`src/rtl/fetch_queue.sv`:
```
// Fetch-to-decode instruction queue (circular buffer of {pc, pc_plus4, instr}); optional FETCH_QUEUE_STATS_EN adds flush_drops.
// Latency: a beat pushed at edge N is visible at the head after edge N; there is no in->out bypass.
// Backpressure: in_ready = not full, independent of out_ready; flush empties the queue and drops the incoming beat.
module fetch_queue #(
  parameter int          DEPTH     = 4,
  parameter logic [31:0] NOP_INSTR = 32'h00000013
) (
  input  logic                         clk,
  input  logic                         reset,
  input  logic                         flush,
  input  logic                         in_valid,
  output logic                         in_ready,
  input  logic [31:0]                  in_pc,
  input  logic [31:0]                  in_pc_plus4,
  input  logic [31:0]                  in_instr,
  output logic                         out_valid,
  input  logic                         out_ready,
  output logic [31:0]                  out_pc,
  output logic [31:0]                  out_pc_plus4,
  output logic [31:0]                  out_instr,
`ifdef FETCH_QUEUE_STATS_EN
  output logic [15:0]                  flush_drops,
`endif
  output logic [$clog2(DEPTH+1)-1:0]   count
);

  localparam int PW = $clog2(DEPTH);
  localparam int CW = $clog2(DEPTH + 1);
  localparam logic [CW-1:0] FULL = CW'(DEPTH);

  typedef struct packed {
    logic [31:0] pc;
    logic [31:0] pc_plus4;
    logic [31:0] instr;
  } fq_entry_t;

  fq_entry_t         mem_q [DEPTH];
  logic [PW-1:0]     wr_ptr_q, wr_ptr_d;
  logic [PW-1:0]     rd_ptr_q, rd_ptr_d;
  logic [CW-1:0]     count_q, count_d;
  logic              push, pop;
  fq_entry_t         wr_dat;
  fq_entry_t         head;

  assign in_ready  = (count_q != FULL);
  assign out_valid = (count_q != '0);
  assign count     = count_q;

  always_comb begin
    push     = in_valid && in_ready && !flush;
    pop      = out_valid && out_ready && !flush;
    wr_ptr_d = wr_ptr_q;
    rd_ptr_d = rd_ptr_q;
    count_d  = count_q;
    wr_dat   = '{pc: in_pc, pc_plus4: in_pc_plus4, instr: in_instr};
    if (flush) begin
      rd_ptr_d = wr_ptr_q;
      count_d  = '0;
    end else begin
      if (push) wr_ptr_d = wr_ptr_q + PW'(1);
      if (pop)  rd_ptr_d = rd_ptr_q + PW'(1);
      if (push && !pop)      count_d = count_q + CW'(1);
      else if (pop && !push) count_d = count_q - CW'(1);
    end
  end

  always_ff @(posedge clk) begin
    if (reset) begin
      wr_ptr_q <= '0;
      rd_ptr_q <= '0;
      count_q  <= '0;
    end else begin
      wr_ptr_q <= wr_ptr_d;
      rd_ptr_q <= rd_ptr_d;
      count_q  <= count_d;
    end
  end

  // Storage holds no reset; an entry is only observed once count covers it.
  always_ff @(posedge clk) begin
    if (push && !reset) mem_q[wr_ptr_q] <= wr_dat;
  end

  always_comb begin
    head = mem_q[rd_ptr_q];
    if (out_valid) begin
      out_pc       = head.pc;
      out_pc_plus4 = head.pc_plus4;
      out_instr    = head.instr;
    end else begin
      out_pc       = 32'h0;
      out_pc_plus4 = 32'h0;
      out_instr    = NOP_INSTR;
    end
  end

`ifdef FETCH_QUEUE_STATS_EN
  logic [15:0] flush_drops_q, flush_drops_d;
  logic [16:0] drops_sum;

  always_comb begin
    drops_sum     = {1'b0, flush_drops_q} + 17'(count_q);
    flush_drops_d = flush_drops_q;
    if (flush) flush_drops_d = drops_sum[16] ? 16'hFFFF : drops_sum[15:0];
  end

  always_ff @(posedge clk) begin
    if (reset) flush_drops_q <= 16'h0;
    else       flush_drops_q <= flush_drops_d;
  end

  assign flush_drops = flush_drops_q;
`endif

endmodule

```
`config.mk`:
```
export PLATFORM = sky130hd
export DESIGN_NAME = fetch_queue
export DESIGN_NICKNAME = d
export VERILOG_FILES = /design/src/rtl/fetch_queue.sv
export SDC_FILE = /design/constraint.sdc
export NUM_CORES = 1
export LEC_CHECK = 0
export ABC_AREA = 1
export ABC_CLOCK_PERIOD_IN_PS = 10100
export BUFFER_PORTS_ARGS = -buffer_cell sky130_fd_sc_hd__buf_2
export CAP_MARGIN = 15
export CORE_MARGIN = 2
export CORE_UTILIZATION = 60
export CTS_CLUSTER_DIAMETER = 80
export DETAILED_ROUTE_END_ITERATION = 10
export PLACE_DENSITY_LB_ADDON = 0.12
export SLEW_MARGIN = 30
export SYNTH_ARGS = -nofsm -noshare
export SYNTH_HDL_FRONTEND = slang
export SYNTH_SLANG_ARGS = --single-unit
```
`constraint.sdc`:
```
create_clock -name clk -period 10.1 [get_ports clk]
set_input_delay 0.505 -clock clk [delete_from_list [all_inputs] [get_ports clk]]
set_output_delay 0.505 -clock clk [all_outputs]
set_load 0.05 [all_outputs]
```
Word-level counts from Yosys, hierarchy flattened
Memory sizes are Yosys's and may differ from the RTL's. A register that Yosys moved wholly into a read port is not among the register bits. Cells that the tools add are included.

Bits of input ports: 101. Memories: 1. Bits in writable memories: 384. Output and inout bits: 101. Logic and storage cells: 37. Bits in registers: 7.

Equal/unequal tests: 1. Muxes and demuxes: 11. Bitwise gates (word level): 1. Reductions and logical operators: 16. Add/subtract/negate cells: 4.

Memory list: mem_q (depth 4, bits a word 96, rd ports 1, clocked after memory_dff 1, write ports 1, RTL line 37) `fq_entry_t mem_q [DEPTH];`.

Operators with widths (number): two-way mux 32 bit (3); two-way mux 2 bit (4); logical AND 1 bit (7); two-way mux 3 bit (2); adder 2 x 1 -> 2 bit (second input constant) (2); logical NOT 1 bit (4); nonzero test 2 bit (2); adder 3 x 1 -> 3 bit (second input constant) (1); inequality test 3 bit (second input constant) (1); nonzero test 3 bit (1); subtractor 3 x 1 -> 3 bit (second input constant) (1); two-way mux 1 bit (2); AND reduction 2 bit (1); OR reduction 2 bit (1); inverter 1 bit (1).

Longest topological paths before layout
Depth after elaboration: 7. Gate-level depth with buffers: 12. Mapped depth without buffers: 12.

Worst setup path after synthesis
No wires, ideal clock.

Path kind: register to register. Start: reg count_q[1], in the netlist count[1]. End: mem mem_q[0][0] (netlist name), enable pin. Setup time: 551 ps. Data required time: 9549 ps. Stages on the path, launching flop included: 7. Setup slack: 3959 ps. Arrival: 5589 ps. Period minus slack after synthesis: 6141 ps. Cells stage by stage: dfxtp_1 > nor2_1 > nand2_1 > nand3_1 > inv_1 > nand2_1 > nor2_1.

Word-level cells in the longest chain between the ends: 6.

Ends and longest elaborated chain: from (decl) (RTL line 40) `logic [CW-1:0] count_q, count_d;`; from (signal assigned) (RTL line 75) `count_q <= count_d;`; inequality test 3 bit (RTL line 45) `assign in_ready = (count_q != FULL);`; via in_ready (RTL line 12) `output logic in_ready,`; logical AND 1 bit (2 in a row) (RTL line 50) `push = in_valid && in_ready && !flush;`; logical AND 1 bit (RTL line 81) `if (push && !reset) mem_q[wr_ptr_q] <= wr_dat;`; two-way mux 1 bit (RTL line 81); two-way mux 1 bit (not written as such) (RTL line 81); to (decl) (RTL line 37).

The timed path passes the listed nets, and every way through them passes these cells.

==> qor_table.md <==
| Parameter | This run |
|:---|:---|
| Status | finished clean |
| Worst Path Required | 9600 ps |
| Cell taking the most area after synthesis | sky130_fd_sc_hd__edfxtp_1 |
| Stages on worst setup path | 5 |
| Placer's final routability congestion estimate | 0.827 |
| M2 GR Usage | 0.389 |
| Port Buffers | 201 |
| Wire length per cell | 18.2 µm |
| Share of post-route cells with drive strength above 1 | 0.199 |
| Number of setup buffers added after CTS | 0 |
| DRC violation count after routing | 0 |
| Buffers from clock root to sink, at most | 3 |
| Met3 GRT Util | 0.0518 |
| Max-slew violation count | 0 |
| Maximum number of pins on one net before global-route repair | 98 |
| Global routing's busiest layer | met2 |
| Setup slack of the most critical reg-to-reg path | 6990 ps |
| TritonRoute pass-1 iters | 5 |
| Post-detailed-routing wire length | 31,900 µm |
| Post-synth EDFFs | 384 |
| GRT Total Usage | 0.236 |
| Post-synth design cell area | 0.0154 mm² |
| Final net count | 1,496 |
| Post-Route Skew | 19.6 ps |
| Met1 Track Usage GR | 0.317 |
| Remaining max-slew budget at the tightest pin | 0.400 |
| Delay contributed by the slowest stage of the critical path | 820 ps |
| Fin. Hold Viols | 0 |
| Clock Pin Slew Worst Setup and Hold Paths | 60 ps |
| Die outline width | 164 µm |
| Type of the worst setup path | flop to output port |
| Unrepaired setup endpoints after global routing | no |
| Die Ht | 164 µm |
| Number of gates resized after CTS | 0 |
| Number of buffers added by the clock tree synthesis step | 40 |
| Number of rows created at floorplan | 58 |
| Kind of cell with the highest combined delay on the critical path | buffers and inverters |
| Post-synth top area share | 0.751 |
| Final-layout setup total negative slack | 0 ps |
| Initial Util | 0.610 |
| Post-layout utilization of the core | 0.705 |
| Cells on Worst Hold Path | 2 |
| Number of nets with antenna violations after routing | 0 |
| Fill count | 1,722 |
| Maximum vdd drop | 222 µV |
| Number of hold buffers added after cts | 0 |
| Class of the most critical hold timing path | input port to flop |
| Sequential-to-total area share from yosys stat | 0.762 |
| Logic depth of the worst register-to-register path | 8 |
| CTS root buffer | sky130_fd_sc_hd__clkbuf_16 |
| Cell count after synthesis | 1,203 |
| Type of element capturing the critical path | output port |
| Arrival time of the worst setup path | 3300 ps |
| List of cells traversed by the critical path | inv_4 > buf_4 > o21ai_0 > a21oi_1 > buf_2 |
| CTS tree | done |
| Grt total ovfl | 0 |
| Wire length of the first global-routing pass | 48,400 µm |
| Minimum clock period | 3810 ps |
| Top-level port count | 202 |
| Share of the clock period used by the worst path after layout | 0.377 |
| Full die area | 0.0269 mm² |
| Vias | 9,711 |
| Number of nets produced by synthesis | 1,310 |
| Slowest CP cell | sky130_fd_sc_hd__buf_4 |
| Max-cap viol count | 0 |
| Critical path startpoint category | flop |
| Final setup violating endpoints | 0 |
| Timing-limited maximum frequency | 263 MHz |
| Slew at the pin closest to its max-slew limit | 899 ps |
| Leak pwr | 6.44 nW |
| Most common flop cell mapped by yosys | sky130_fd_sc_hd__edfxtp_1 |
| H-tree lvl count | 2 |
| Start point of the worst min-delay path | reset |
| Maximum fanout count along the critical path | 97 |
| Number of sinks on the clock net | 393 |
| Via count of the first global-routing pass | 9,179 |
| Core box area | 0.0252 mm² |
| Ys Warns | 0 |
| FF-to-FF End | mem_q[2][66]$_DFFE_PP_ |
| Seq cells post-synth | 393 |
| Area growth from synthesis to final layout | 15.6% |
| Buffering stage count on the worst path with inverters included | 3 |
| Syn_area_per_cell | 12.8 µm² |
| Detailed placer's ending HPWL | 17,400 µm |
| Starting DRT DRC Count | 824 |
| Async SR Flop Fraction | 0 |
| Worst R2R Start | count[0]$_SDFFE_PP0P_ |
| Count of different cell masters after synthesis | 19 |
| Routed via count divided by cell count | 5.55 |
| Largest cells by area after synthesis | sky130_fd_sc_hd__edfxtp_1 (75%), sky130_fd_sc_hd__nor2_1 (9.4%), sky130_fd_sc_hd__o21ai_0 (5.4%), sky130_fd_sc_hd__a21oi_1 (3.3%), sky130_fd_sc_hd__dfxtp_1 (1.2%) |
| Later-pin clock latency in the skew report | 530 ps |
| Pwr per Cell Area | 200 mW/mm² |
| Initial antenna violation count | 7 |
-- logic make-up after synthesis --
group / after synthesis / synth area share
buffers and inverters: 91 / 0.0330
adder cells (fa/ha/maj): 6 / 0.00538
flip-flops: 393 / 0.762
XOR/XNOR: 2 / 0.00114
AND/OR/NAND/NOR: 417 / 0.102
AO/OA/AOI/OAI: 294 / 0.0958
-- flip-flops by register name, indices dropped and copies added, names as in the netlist, named ones only --
register	cells
count	3
mem_q	384
rd_ptr_q	2
wr_ptr_q	2
-- cell usage after synthesis, types with 5 or more instances --
cell type,instances
sky130_fd_sc_hd__clkbuf_1,23
sky130_fd_sc_hd__ha_1,5
sky130_fd_sc_hd__buf_6,8
sky130_fd_sc_hd__dfxtp_1,9
sky130_fd_sc_hd__nand3_1,5
sky130_fd_sc_hd__o21ai_1,27
sky130_fd_sc_hd__inv_1,16
sky130_fd_sc_hd__buf_2,12
sky130_fd_sc_hd__o21ai_0,165
sky130_fd_sc_hd__edfxtp_1,384
sky130_fd_sc_hd__nand2_1,27
sky130_fd_sc_hd__nor2_1,385
sky130_fd_sc_hd__a21oi_1,102
sky130_fd_sc_hd__buf_4,23
sky130_fd_sc_hd__buf_1,6
-- report_power, final --
part | switching (mW) | total [mW] | internal (mW) | leakage (nW)
sequential | 0.0116 | 1.83 | 1.82 | 3.54
combinational | 0.300 | 0.386 | 0.0863 | 2.31
clock | 0.571 | 1.34 | 0.766 | 0.589
-- placed cells by master (no fill, tap or decap), types with 2 or more instances in the layout --
cell type and count:
sky130_fd_sc_hd__diode_2 2, sky130_fd_sc_hd__o21ai_1 27, sky130_fd_sc_hd__xor2_1 2, sky130_fd_sc_hd__nand2_1 27, sky130_fd_sc_hd__clkinv_2 13, sky130_fd_sc_hd__nor2_4 4
sky130_fd_sc_hd__clkinvlp_4 2, sky130_fd_sc_hd__clkbuf_1 5, sky130_fd_sc_hd__edfxtp_1 384, sky130_fd_sc_hd__clkinv_1 10, sky130_fd_sc_hd__inv_1 15, sky130_fd_sc_hd__a21oi_1 102
sky130_fd_sc_hd__buf_6 2, sky130_fd_sc_hd__nor2_1 381, sky130_fd_sc_hd__nand3_1 5, sky130_fd_sc_hd__ha_1 5, sky130_fd_sc_hd__buf_4 11, sky130_fd_sc_hd__buf_2 201
sky130_fd_sc_hd__clkbuf_16 41, sky130_fd_sc_hd__dfxtp_4 2, sky130_fd_sc_hd__buf_16 2, sky130_fd_sc_hd__o21ai_0 165, sky130_fd_sc_hd__dfxtp_1 7
-- stage by stage --
| step | std cells | hold slack [ps] | worst slack, ps | total power [mW] | cell area [µm²] |
|---|---|---|---|---|---|
| finish | 1750 | 194 | 6290 | 3.55 | 17800 |
| CTS | 1747 | 170 | 6200 | 3.57 | 17700 |
| detailed placement | 1676 | 508 | 6740 | 2.25 | 16500 |
| global route | 1749 | 181 | 5970 | 3.66 | 17800 |
| global placement | 1674 | 495 | 6620 | 2.24 | 16500 |
| floorplan | 1203 | 481 | 3960 | 2.14 | 15400 |
-- metal layers --
metal,share of wire,wire [µm]
met4,0.026,834
met5,0.0022,69
met3,0.079,2530
met1,0.41,13200
met2,0.48,15300
-- worst register-to-register path: cells and delay by family (launching register included) --
kind | cells | cell delay (ps)
buffers and inverters | 3 | 1420
AND/OR/NAND/NOR | 5 | 820
flip-flops | 1 | 430
-- worst max-delay path by stage --
stage	end
detailed placement	mem_q[2][75]$_DFFE_PP_
finish	out_pc[26]
floorplan	mem_q[0][0]$_DFFE_PP_
global placement	mem_q[1][61]$_DFFE_PP_
CTS	out_pc[26]
global route	out_pc[27]
-- area by class of cell --
class	instances	area, µm²	share of cell area
diodes	2	5.00	0.000282
clock buffers	46	1040	0.0588
flip-flops and latches	393	11700	0.660
multi-input cells	719	3170	0.179
inverters	18	72.6	0.00409
clock inverters	25	146	0.00824
well taps	330	413	0.0232
repair buffers	217	1190	0.0668
Note: power is estimated with default switching activity, not from simulation.
